File: src/rtl/lane_deskew_ctrl_pkg.sv
// Shared PCIe MAC definitions for the lane deskew controller: FSM encoding,
// alignment marker, lane-count legality and the per-lane FIFO entry layout.
package lane_deskew_ctrl_pkg;
    localparam int NUM_LANES = 16;
    localparam int LANE_W    = 32;
    localparam logic [7:0] COM_SYM_DEF  = 8'hBC;
    localparam logic [5:0] PIPEWIDTH_OK = 6'd32;
    localparam logic [4:0] LEGAL_LANES [5] = '{5'd1, 5'd2, 5'd4, 5'd8, 5'd16};

    typedef enum logic [1:0] {
        IDLE      = 2'd0,
        WAIT_MARK = 2'd1,
        ALIGNED   = 2'd2,
        ERROR     = 2'd3
    } state_t;

    typedef struct packed {
        logic [3:0]        k;
        logic [LANE_W-1:0] d;
    } lane_word_t;

    function automatic logic lanes_legal(input logic [4:0] n);
        logic ok;
        ok = 1'b0;
        for (int i = 0; i < 5; i++)
            if (n == LEGAL_LANES[i]) ok = 1'b1;
        return ok;
    endfunction

    function automatic logic is_marker(input lane_word_t w, input logic [7:0] com);
        return w.k[0] && (w.d[7:0] == com);
    endfunction
endpackage

File: src/rtl/lane_deskew_ctrl_if.sv
// Lane word bus into the deskew controller and the aligned bus out of it.
interface lane_deskew_ctrl_if;
    import lane_deskew_ctrl_pkg::*;
    logic [NUM_LANES*LANE_W-1:0] laneData;
    logic [NUM_LANES*4-1:0]      laneDataK;
    logic                        laneValid;
    logic [NUM_LANES*LANE_W-1:0] alignedData;
    logic [NUM_LANES*4-1:0]      alignedDataK;
    logic                        alignedValid;

    modport master (output laneData, laneDataK, laneValid,
                    input  alignedData, alignedDataK, alignedValid);
    modport slave  (input  laneData, laneDataK, laneValid,
                    output alignedData, alignedDataK, alignedValid);
endinterface

File: src/rtl/lane_deskew_fifo.sv
// One-lane deskew FIFO: DEPTH entries of data+K, push/pop in the same cycle
// is allowed even when full, flush empties it in one clock.
module lane_deskew_fifo
    import lane_deskew_ctrl_pkg::*;
#(
    parameter int DEPTH = 4
)(
    input  logic       clk,
    input  logic       reset,
    input  logic       flush,
    input  logic       push,
    input  logic       pop,
    input  lane_word_t wdata,
    output lane_word_t rdata
);
    localparam int AW = (DEPTH > 1) ? $clog2(DEPTH) : 1;
    localparam int CW = $clog2(DEPTH + 1);

    lane_word_t    mem [DEPTH];
    logic [AW-1:0] wr_ptr, rd_ptr;
    logic [CW-1:0] cnt;
    logic          do_push, do_pop;

    assign do_pop  = pop && (cnt != '0);
    assign do_push = push && ((cnt != CW'(DEPTH)) || do_pop);
    assign rdata   = mem[rd_ptr];

    function automatic logic [AW-1:0] inc(input logic [AW-1:0] p);
        return (p == AW'(DEPTH - 1)) ? '0 : p + 1'b1;
    endfunction

    always_ff @(posedge clk or negedge reset) begin
        if (!reset) begin
            wr_ptr <= '0;
            rd_ptr <= '0;
            cnt    <= '0;
        end else if (flush) begin
            wr_ptr <= '0;
            rd_ptr <= '0;
            cnt    <= '0;
        end else begin
            if (do_push) wr_ptr <= inc(wr_ptr);
            if (do_pop)  rd_ptr <= inc(rd_ptr);
            cnt <= cnt + CW'(do_push) - CW'(do_pop);
        end
    end

    // Storage needs no reset: the head is only consumed while occupied.
    always_ff @(posedge clk)
        if (do_push && !flush) mem[wr_ptr] <= wdata;
endmodule

File: src/rtl/lane_deskew_ctrl.sv
// Multi-lane deskew: buffers each lane from its alignment marker onward, then
// releases all active lanes together once the latest lane's marker arrives.
module lane_deskew_ctrl
    import lane_deskew_ctrl_pkg::*;
#(
    parameter int         DEPTH   = 4,
    parameter logic [7:0] COM_SYM = COM_SYM_DEF
)(
    input  logic                     clk,
    input  logic                     reset,
    input  logic                     enable,
    input  logic [5:0]               PIPEWIDTH,
    input  logic [4:0]               LANESNUMBER,
    lane_deskew_ctrl_if.slave        bus,
    output logic                     deskewDone,
    output logic                     deskewError
);
    localparam int SW = $clog2(DEPTH + 1);

    state_t                      state;
    logic [4:0]                  lanes_q;
    logic [SW-1:0]               skew;
    logic [NUM_LANES-1:0]        active, seen, mark, pmark, push, pop;
    lane_word_t [NUM_LANES-1:0]  win, head;
    logic [NUM_LANES*LANE_W-1:0] hd_d, a_d;
    logic [NUM_LANES*4-1:0]      hd_k, a_k;
    logic                        a_v, flush, any_seen, skew_out, all_marked, set_bad;

    for (genvar n = 0; n < NUM_LANES; n++) begin : g_lane
        assign win[n]    = {bus.laneDataK[4*n +: 4], bus.laneData[LANE_W*n +: LANE_W]};
        assign active[n] = (5'(n) < lanes_q);
        assign mark[n]   = bus.laneValid && is_marker(win[n], COM_SYM);
        assign pmark[n]  = active[n] && is_marker(head[n], COM_SYM);
        assign hd_d[LANE_W*n +: LANE_W] = active[n] ? head[n].d : '0;
        assign hd_k[4*n +: 4]           = active[n] ? head[n].k : '0;

        lane_deskew_fifo #(.DEPTH(DEPTH)) u_fifo (
            .clk   (clk),
            .reset (reset),
            .flush (flush),
            .push  (push[n]),
            .pop   (pop[n]),
            .wdata (win[n]),
            .rdata (head[n])
        );
    end

    assign flush      = !enable || (state == IDLE);
    assign any_seen   = |(seen & active);
    // Counter would hit DEPTH this cycle: the earliest lanes' FIFOs are full,
    // so a lane still unmarked cannot be aligned any more.
    assign skew_out   = bus.laneValid && any_seen && (skew == SW'(DEPTH - 1));
    assign all_marked = (((seen | mark) & active) == active);
    assign set_bad    = (|pmark) && (pmark != active);

    always_comb begin
        push = '0;
        pop  = '0;
        case (state)
            WAIT_MARK: push = {NUM_LANES{bus.laneValid && !skew_out}} & active & (seen | mark);
            ALIGNED: begin
                push = {NUM_LANES{bus.laneValid}} & active;
                pop  = {NUM_LANES{bus.laneValid}} & active;
            end
            default: ;
        endcase
    end

    always_ff @(posedge clk or negedge reset) begin
        if (!reset) begin
            state <= IDLE; lanes_q <= '0; seen <= '0; skew <= '0;
            a_d <= '0; a_k <= '0; a_v <= 1'b0; deskewDone <= 1'b0; deskewError <= 1'b0;
        end else if (!enable) begin
            state <= IDLE; seen <= '0; skew <= '0;
            a_d <= '0; a_k <= '0; a_v <= 1'b0; deskewDone <= 1'b0; deskewError <= 1'b0;
        end else begin
            a_v <= 1'b0;
            case (state)
                IDLE: if (PIPEWIDTH == PIPEWIDTH_OK && lanes_legal(LANESNUMBER)) begin
                    state   <= WAIT_MARK;
                    lanes_q <= LANESNUMBER;
                end
                WAIT_MARK: if (bus.laneValid) begin
                    if (skew_out) begin
                        state       <= ERROR;
                        deskewError <= 1'b1;
                    end else begin
                        seen <= seen | (mark & active);
                        if (any_seen) skew <= skew + 1'b1;
                        if (all_marked) begin
                            state      <= ALIGNED;
                            deskewDone <= 1'b1;
                        end
                    end
                end
                ALIGNED: if (bus.laneValid) begin
                    if (set_bad) begin
                        state       <= ERROR;
                        deskewDone  <= 1'b0;
                        deskewError <= 1'b1;
                    end else begin
                        a_v <= 1'b1;
                        a_d <= hd_d;
                        a_k <= hd_k;
                    end
                end
                default: ;
            endcase
        end
    end

    assign bus.alignedData  = a_d;
    assign bus.alignedDataK = a_k;
    assign bus.alignedValid = a_v;
endmodule

File: src/flat_wrapper.sv
// flat-port wrapper written by rule: the top's interface ports become plain ports
module lane_deskew_ctrl_flat import lane_deskew_ctrl_pkg::*;
#(
    parameter int         DEPTH   = 4,
    parameter logic [7:0] COM_SYM = COM_SYM_DEF
)
  (clk, reset, enable, PIPEWIDTH, LANESNUMBER, deskewDone, deskewError, bus_laneData, bus_laneDataK, bus_laneValid, bus_alignedData, bus_alignedDataK, bus_alignedValid);
  lane_deskew_ctrl_if bus_i ();
  input  logic clk;
  input  logic reset;
  input  logic enable;
  input  logic [5:0] PIPEWIDTH;
  input  logic [4:0] LANESNUMBER;
  output logic deskewDone;
  output logic deskewError;
  input wire logic [$bits(bus_i.laneData)-1:0] bus_laneData;
  input wire logic [$bits(bus_i.laneDataK)-1:0] bus_laneDataK;
  input wire logic [$bits(bus_i.laneValid)-1:0] bus_laneValid;
  output wire logic [$bits(bus_i.alignedData)-1:0] bus_alignedData;
  output wire logic [$bits(bus_i.alignedDataK)-1:0] bus_alignedDataK;
  output wire logic [$bits(bus_i.alignedValid)-1:0] bus_alignedValid;
  assign bus_i.laneData = bus_laneData;
  assign bus_i.laneDataK = bus_laneDataK;
  assign bus_i.laneValid = bus_laneValid;
  assign bus_alignedData = bus_i.alignedData;
  assign bus_alignedDataK = bus_i.alignedDataK;
  assign bus_alignedValid = bus_i.alignedValid;
  lane_deskew_ctrl #(.DEPTH(DEPTH), .COM_SYM(COM_SYM)) u_core (.clk(clk), .reset(reset), .enable(enable), .PIPEWIDTH(PIPEWIDTH), .LANESNUMBER(LANESNUMBER), .bus(bus_i), .deskewDone(deskewDone), .deskewError(deskewError));
endmodule
File: config.mk
export PLATFORM = sky130hd
export DESIGN_NAME = lane_deskew_ctrl_flat
export DESIGN_NICKNAME = d
export VERILOG_FILES = /design/src/rtl/lane_deskew_ctrl_pkg.sv /design/src/rtl/lane_deskew_ctrl_if.sv /design/src/rtl/lane_deskew_fifo.sv /design/src/rtl/lane_deskew_ctrl.sv /design/src/flat_wrapper.sv
export SDC_FILE = /design/constraint.sdc
export NUM_CORES = 2
export LEC_CHECK = 0
export ABC_AREA = 1
export ABC_CLOCK_PERIOD_IN_PS = 13500
export BUFFER_PORTS_ARGS = -buffer_cell sky130_fd_sc_hd__buf_2
export CORE_UTILIZATION = 25
export CTS_BUF_LIST = sky130_fd_sc_hd__clkbuf_4
export DETAILED_ROUTE_END_ITERATION = 8
export PLACE_DENSITY = 0.41
export SKIP_LAST_GASP = 1
export SLEW_MARGIN = 20
export SYNTH_ARGS = -nofsm -noshare
export SYNTH_HDL_FRONTEND = slang
export SYNTH_HIERARCHICAL = 1
export SYNTH_SLANG_ARGS = --single-unit
File: constraint.sdc
create_clock -name clk -period 13.5 [get_ports clk]
set_input_delay 2.7 -clock clk [delete_from_list [all_inputs] [get_ports clk]]
set_output_delay 2.7 -clock clk [all_outputs]
set_load 0.02 [all_outputs]
=== Word-level counts from Yosys, hierarchy flattened ===
Memory sizes are Yosys's and may differ from the RTL's.
Index checks and enable logic that the tools add are counted.

* Register bits after elaboration: 717
* Memory bits (writable): 2304
* Input bits: 591
* Output and inout bits: 579
* Word-level logic and storage cells: 691
* Memories kept: 16

* $add $sub $neg: 65
* Order comparisons: 16
* Equal/unequal tests: 107
* Mux-type cells: 227
* Bitwise logic cells: 8
* Reductions and logical operators: 195

{| class="wikitable"
|+ Memories
! name !! words !! bits a word !! read ports !! clocked after memory_dff !! write ports !! RTL line !! source
|-
| u_core.g_lane[0].u_fifo.mem || 4 || 36 || 1 || 0 || 1 || lane_deskew_fifo.sv:19 || <nowiki>lane_word_t mem [DEPTH];</nowiki>
|-
| u_core.g_lane[10].u_fifo.mem || 4 || 36 || 1 || 0 || 1 || lane_deskew_fifo.sv:19 ||
|-
| u_core.g_lane[11].u_fifo.mem || 4 || 36 || 1 || 0 || 1 || lane_deskew_fifo.sv:19 ||
|-
| u_core.g_lane[12].u_fifo.mem || 4 || 36 || 1 || 0 || 1 || lane_deskew_fifo.sv:19 ||
|-
| u_core.g_lane[13].u_fifo.mem || 4 || 36 || 1 || 0 || 1 || lane_deskew_fifo.sv:19 ||
|-
| u_core.g_lane[14].u_fifo.mem || 4 || 36 || 1 || 0 || 1 || lane_deskew_fifo.sv:19 ||
|-
| 10 more memories || - || - || - || - || - || - ||
|}

{| class="wikitable"
|+ Operator list
! operator !! number
|-
| 512-bit 2-to-1 mux || 4
|-
| 32-bit 2-to-1 mux || 16
|-
| 8-bit equality test, second input constant || 32
|-
| 64-bit 2-to-1 mux || 4
|-
| 2-bit 2-to-1 mux || 103
|-
| 1-bit logical AND || 117
|-
| 16-bit AND || 6
|-
| 16-bit 2-to-1 mux || 5
|-
| 2-bit equality test, second input constant || 33
|-
| 2-bit by 1-bit adder with 2-bit output, second input constant || 32
|-
| 4-bit 2-to-1 mux || 16
|-
| 2-bit nonzero test || 32
|-
| 3-bit 2-to-1 mux || 21
|-
| 3-bit != test, second input constant || 20
|-
| 1-bit 2-to-1 mux || 54
|-
| 3-bit by 1-bit adder with 3-bit output || 16
|-
| 3-bit nonzero test || 16
|-
| 3-bit by 1-bit subtractor with 3-bit output || 16
|-
| 4-bit by 5-bit less-than comparator with 1-bit output, first input constant || 8
|-
| 16-bit bitwise OR || 2
|-
| 16-bit case mux with 2 select lines || 1
|-
| 16-bit OR reduction || 2
|-
| 3-bit by 5-bit less-than comparator with 1-bit output, first input constant || 4
|-
| 1-bit logical OR || 17
|-
| 27 further kinds || 41
|}

=== Logic depth before layout (Yosys ltp) ===
* Word-level depth: 14
* Mapped depth: 24

=== Hierarchy ===
The synthesis kept the hierarchy.

{| class="wikitable"
|+ Modules (own cells, without submodules)
! module !! instances !! cells each !! area each (µm²) !! sequential area each (µm²)
|-
| lane_deskew_fifo (u_core.g_lane[10].u_fifo ...) || 14 || 410 || 5851.9 || 4499.3
|-
| lane_deskew_ctrl || 1 || 3375 || 27450.1 || 15139.5
|-
| lane_deskew_fifo (u_core.g_lane[0].u_fifo) || 1 || 409 || 5841.9 || 4499.3
|-
| lane_deskew_fifo (u_core.g_lane[14].u_fifo) || 1 || 411 || 5836.8 || 4499.3
|}

=== Least setup slack after synthesis ===
OpenSTA, ideal clock, no wires.

* Path kind: input-to-reg
* Start: input enable
* End: memory u_core/g_lane[10].u_fifo/mem[0][0] (netlist bit) (enable)
* Setup time: 0.429 ns
* Arrival: 5.684 ns
* Setup slack: 7.386 ns
* Stages on the path: 5
* Buffers on the path: 1
* Path through: clkbuf_1 -> nand2_1 -> clkinv_1 -> nand3_1 -> nor2_1

* Longest elaborated chain between the ends: 6

{| class="wikitable"
|+ Ends and longest elaborated chain
! item !! RTL line !! source
|-
| start, declared || flat_wrapper.sv:11 || <nowiki>input logic enable;</nowiki>
|-
| 1-bit logical NOT || lane_deskew_ctrl.sv:48 || <nowiki>assign flush = !enable || (state == IDLE);</nowiki>
|-
| 1-bit logical OR || lane_deskew_ctrl.sv:48 ||
|-
| named net u_core.flush || lane_deskew_ctrl.sv:27 || <nowiki>logic a_v, flush, any_seen, skew_out, all_marked, set_bad;</nowiki>
|-
| 1-bit logical NOT || lane_deskew_fifo.sv:50 || <nowiki>if (do_push && !flush) mem[wr_ptr] <= wdata;</nowiki>
|-
| 1-bit logical AND || lane_deskew_fifo.sv:50 ||
|-
| 1-bit 2-to-1 mux || lane_deskew_fifo.sv:50 ||
|-
| 1-bit 2-to-1 mux (implied by the code) || lane_deskew_fifo.sv:50 ||
|-
| end, declared || lane_deskew_fifo.sv:19 ||
|}

The timed path passes the listed nets, and every way through them passes these cells.

==> metrics.txt <==
Final #Nets=12.2k; worst reg-to-reg path cell count=18; GR Layer Usage met2=28.8%; Inserted Clock Buffers=846; CTS tree=yes; post-detailed-route via-to-cell ratio=4.52; CP Max Fanout=139; status=finished, final reports clean; Startpoint Class=register; cell area after synthesis=121000 µm²; Final Hold Viols=0; PD cells=144 nW/µm²; GRT busiest layer=met2; CTS Sinks=3021; core area=482000 µm²; P_leak=57.7 nW; Max IR drop VDD=0.102 mV; Max Slew Vio Count=0; CP Launch Point=u_core/g_lane[6].u_fifo/rd_ptr[1]; Post-synth top flop=edfxtp_1; pin count of the biggest net entering global routing=165; Sum Neg Setup Slack=0 ps; number of H-tree levels=6; Final GP Congestion=0.765; initial core utilization=25.1%; Seq/Total Area, Yosys=72.0%; number of global-route vias before repair=83.1k; Die W=698 µm; most frequent cells in the layout=edfxtp_1, nor2_1, clkbuf_4, nand2_1, buf_2; post-DR wirelength/cell=23.5 µm; measured slew at the worst slew-check pin=1170 ps; Crit. End Element=register; Mean Syn Cell Area=12.2 µm²; placed instance count=17.1k; Total Routing Usage GR=17.5%; number of synthesized flops with an enable pin=2304; Filler Cell Count=50.0k; fin crit period=7670 ps; max frequency=130 MHz; Cell Count, Final, Fillers Out=18.8k; row cnt=255; Initial DRC Count=5033; Vias=84.8k; first-pass GRT wire length=623 mm; Worst Hold Depth=2; Net Count, Synth=10.6k; # port buffers=1169; # IOs=1170; met3 usage=4.74%; hold_buf cts=0; Hold WC Path Type=register to register; RSZ-0062 raised after global routing=false; hold_sp=u_core/seen[10]; total congestion overflow=0; # setup viols final=0; Area Growth Syn to Fin=19.5%; Crit Reg-Reg Startpoint=u_core/g_lane[6].u_fifo/rd_ptr[1]; Routed Wire Length=441 mm; FFs w/ async S/R, synth=23.7%; CTS root buf=clkbuf_4; arrival time at the worst endpoint=9110 ps; initial antenna violation count=283; Routed Antenna Nets=0; leading cell type in the layout, fill and taps excluded=edfxtp_1; Ys Warns=6; Die Area=487000 µm²; WP data required=14940 ps; max-cap violations=0; crit path kind=register to register; placed wire-length estimate=278 mm; clk_lat worst skew=1700 ps; CP Cell Sequence=buf_4 > inv_2 > buf_4 > o21ai_1 > o22ai_1 > nand4_1 > nand2_1 > nand4_1 > nor2_1 > nand2_1 > nand2_4 > nand2_8 > buf_12 > nor2_4 > buf_4 > buf_12 > nand3_1 > nand2_1; CTS max path bufs=4; setup bufs post-CTS=0; max incr delay on CP=750 ps; met1 Use GR=22.1%; CP max-delay cell=nand4_1; Resize count post-CTS=0; FF+latch count, synth=3021; share of layout cells above drive strength 1=23.9%; DR DRC count=0; Die Y=698 µm; drt pass-1 iters=7; skew final=202 ps; clock transition at the registers of the reported paths=60 ps; Slew HR=21.9%; cells after synthesis=9935; post-synth cell types=42; Tcrit/Tclk final=56.8%; post-layout util=30.0%
-- synth_stat cells, types with 20 or more instances --
library cell	n	area [µm²]
o21ai_0	570	2850
clkbuf_1	123	462
nor2_1	1518	5700
dfrtp_1	717	17900
inv_2	20	75.1
buf_1	48	180
nor3_1	22	110
nand3_1	931	4660
nand2_1	1303	4890
nand4_1	133	832
ha_1	100	1250
buf_2	136	681
o21ai_1	651	3260
buf_4	117	878
buf_6	162	1820
o22ai_1	577	3610
a21oi_1	98	490
edfxtp_1	2304	69200
inv_1	292	1100
-- report_power, final --
part | internal, W | switching (W)
combinational | 0.000356 | 0.00116
sequential | 0.0102 | 0.000142
clock | 0.00466 | 0.00425
-- logic make-up (layout without fill, tap and decap cells) --
family          count (synthesis)  in the layout  share of synthesized area (%)
xor+xnor                        1              1                        0.00724
buf+inv                       933           3264                           4.47
simple gates                 3959           3959                           13.8
fa+ha+maj                     116            116                           1.30
flops                        3021           3021                           72.0
compound gates               1905           1905                           8.49
other cells                     0             85                              0
-- path summary, 6_finish.rpt --
kind / to / slack [ps]
min reg2reg: u_core/seen[10] / 480
max in group asynchronous: u_core/g_lane[6].u_fifo/rd_ptr[0] / 9680
min in group asynchronous: u_core/bus.alignedData[458] / 1100
max: u_core/bus.alignedData[457] / 5830
min: u_core/seen[10] / 480
max reg2reg: u_core/bus.alignedData[457] / 5830
-- metal layers --
layer	up-vias	share of wire [%]	wire [µm]
met1	41700	43	189000
met3	984	6.3	27800
met4	118	3.1	13600
li1	39500	-	-
met5	-	0.17	736
met2	2447	48	209000
-- flip-flops by register name, summed over array words and instances, names as in the netlist --
signal                       count
u_core/seen                     16
u_core/lanes_q                   5
u_core/g_lane.u_fifo/wr_ptr     32
u_core/deskewError               1
u_core/state                     2
u_core/bus.alignedData         512
u_core/skew                      3
u_core/deskewDone                1
u_core/bus.alignedDataK         64
u_core/g_lane.u_fifo/rd_ptr     32
u_core/g_lane.u_fifo/cnt        48
u_core/g_lane.u_fifo/mem      2304
u_core/bus.alignedValid          1
-- area by class of cell --
type	count	area, µm²	share of cell area (%)
Antenna cell	85	213	0.147
Clock buffer	1341	10100	6.96
Clock inverter	254	1620	1.12
Inverter	346	1390	0.957
Multi-Input combinational cell	5981	29100	20.1
Sequential cell	3021	87200	60.2
Tap cell	6425	8040	5.56
Timing Repair Buffer	1323	7150	4.94
-- critical path, delay by kind of cell, from the launching register on --
family | cells | cell delay [ps]
simple gates | 10 | 3150
buf+inv | 6 | 2550
compound gates | 2 | 780
flops | 1 | 430
-- metrics by stage --
stage	total power (W)	area [µm²]	hold slack, ps	setup WS [ps]
2_1_floorplan	0.0112	121000	453	7390
3_3_place_gp	0.0121	133000	465	5190
3_5_place_dp	0.0121	133000	472	5480
4_1_cts	0.0212	144000	487	5490
5_1_grt	0.0218	145000	515	5390
6_report	0.0208	145000	483	5830
Power figures use the tool's default switching activity.
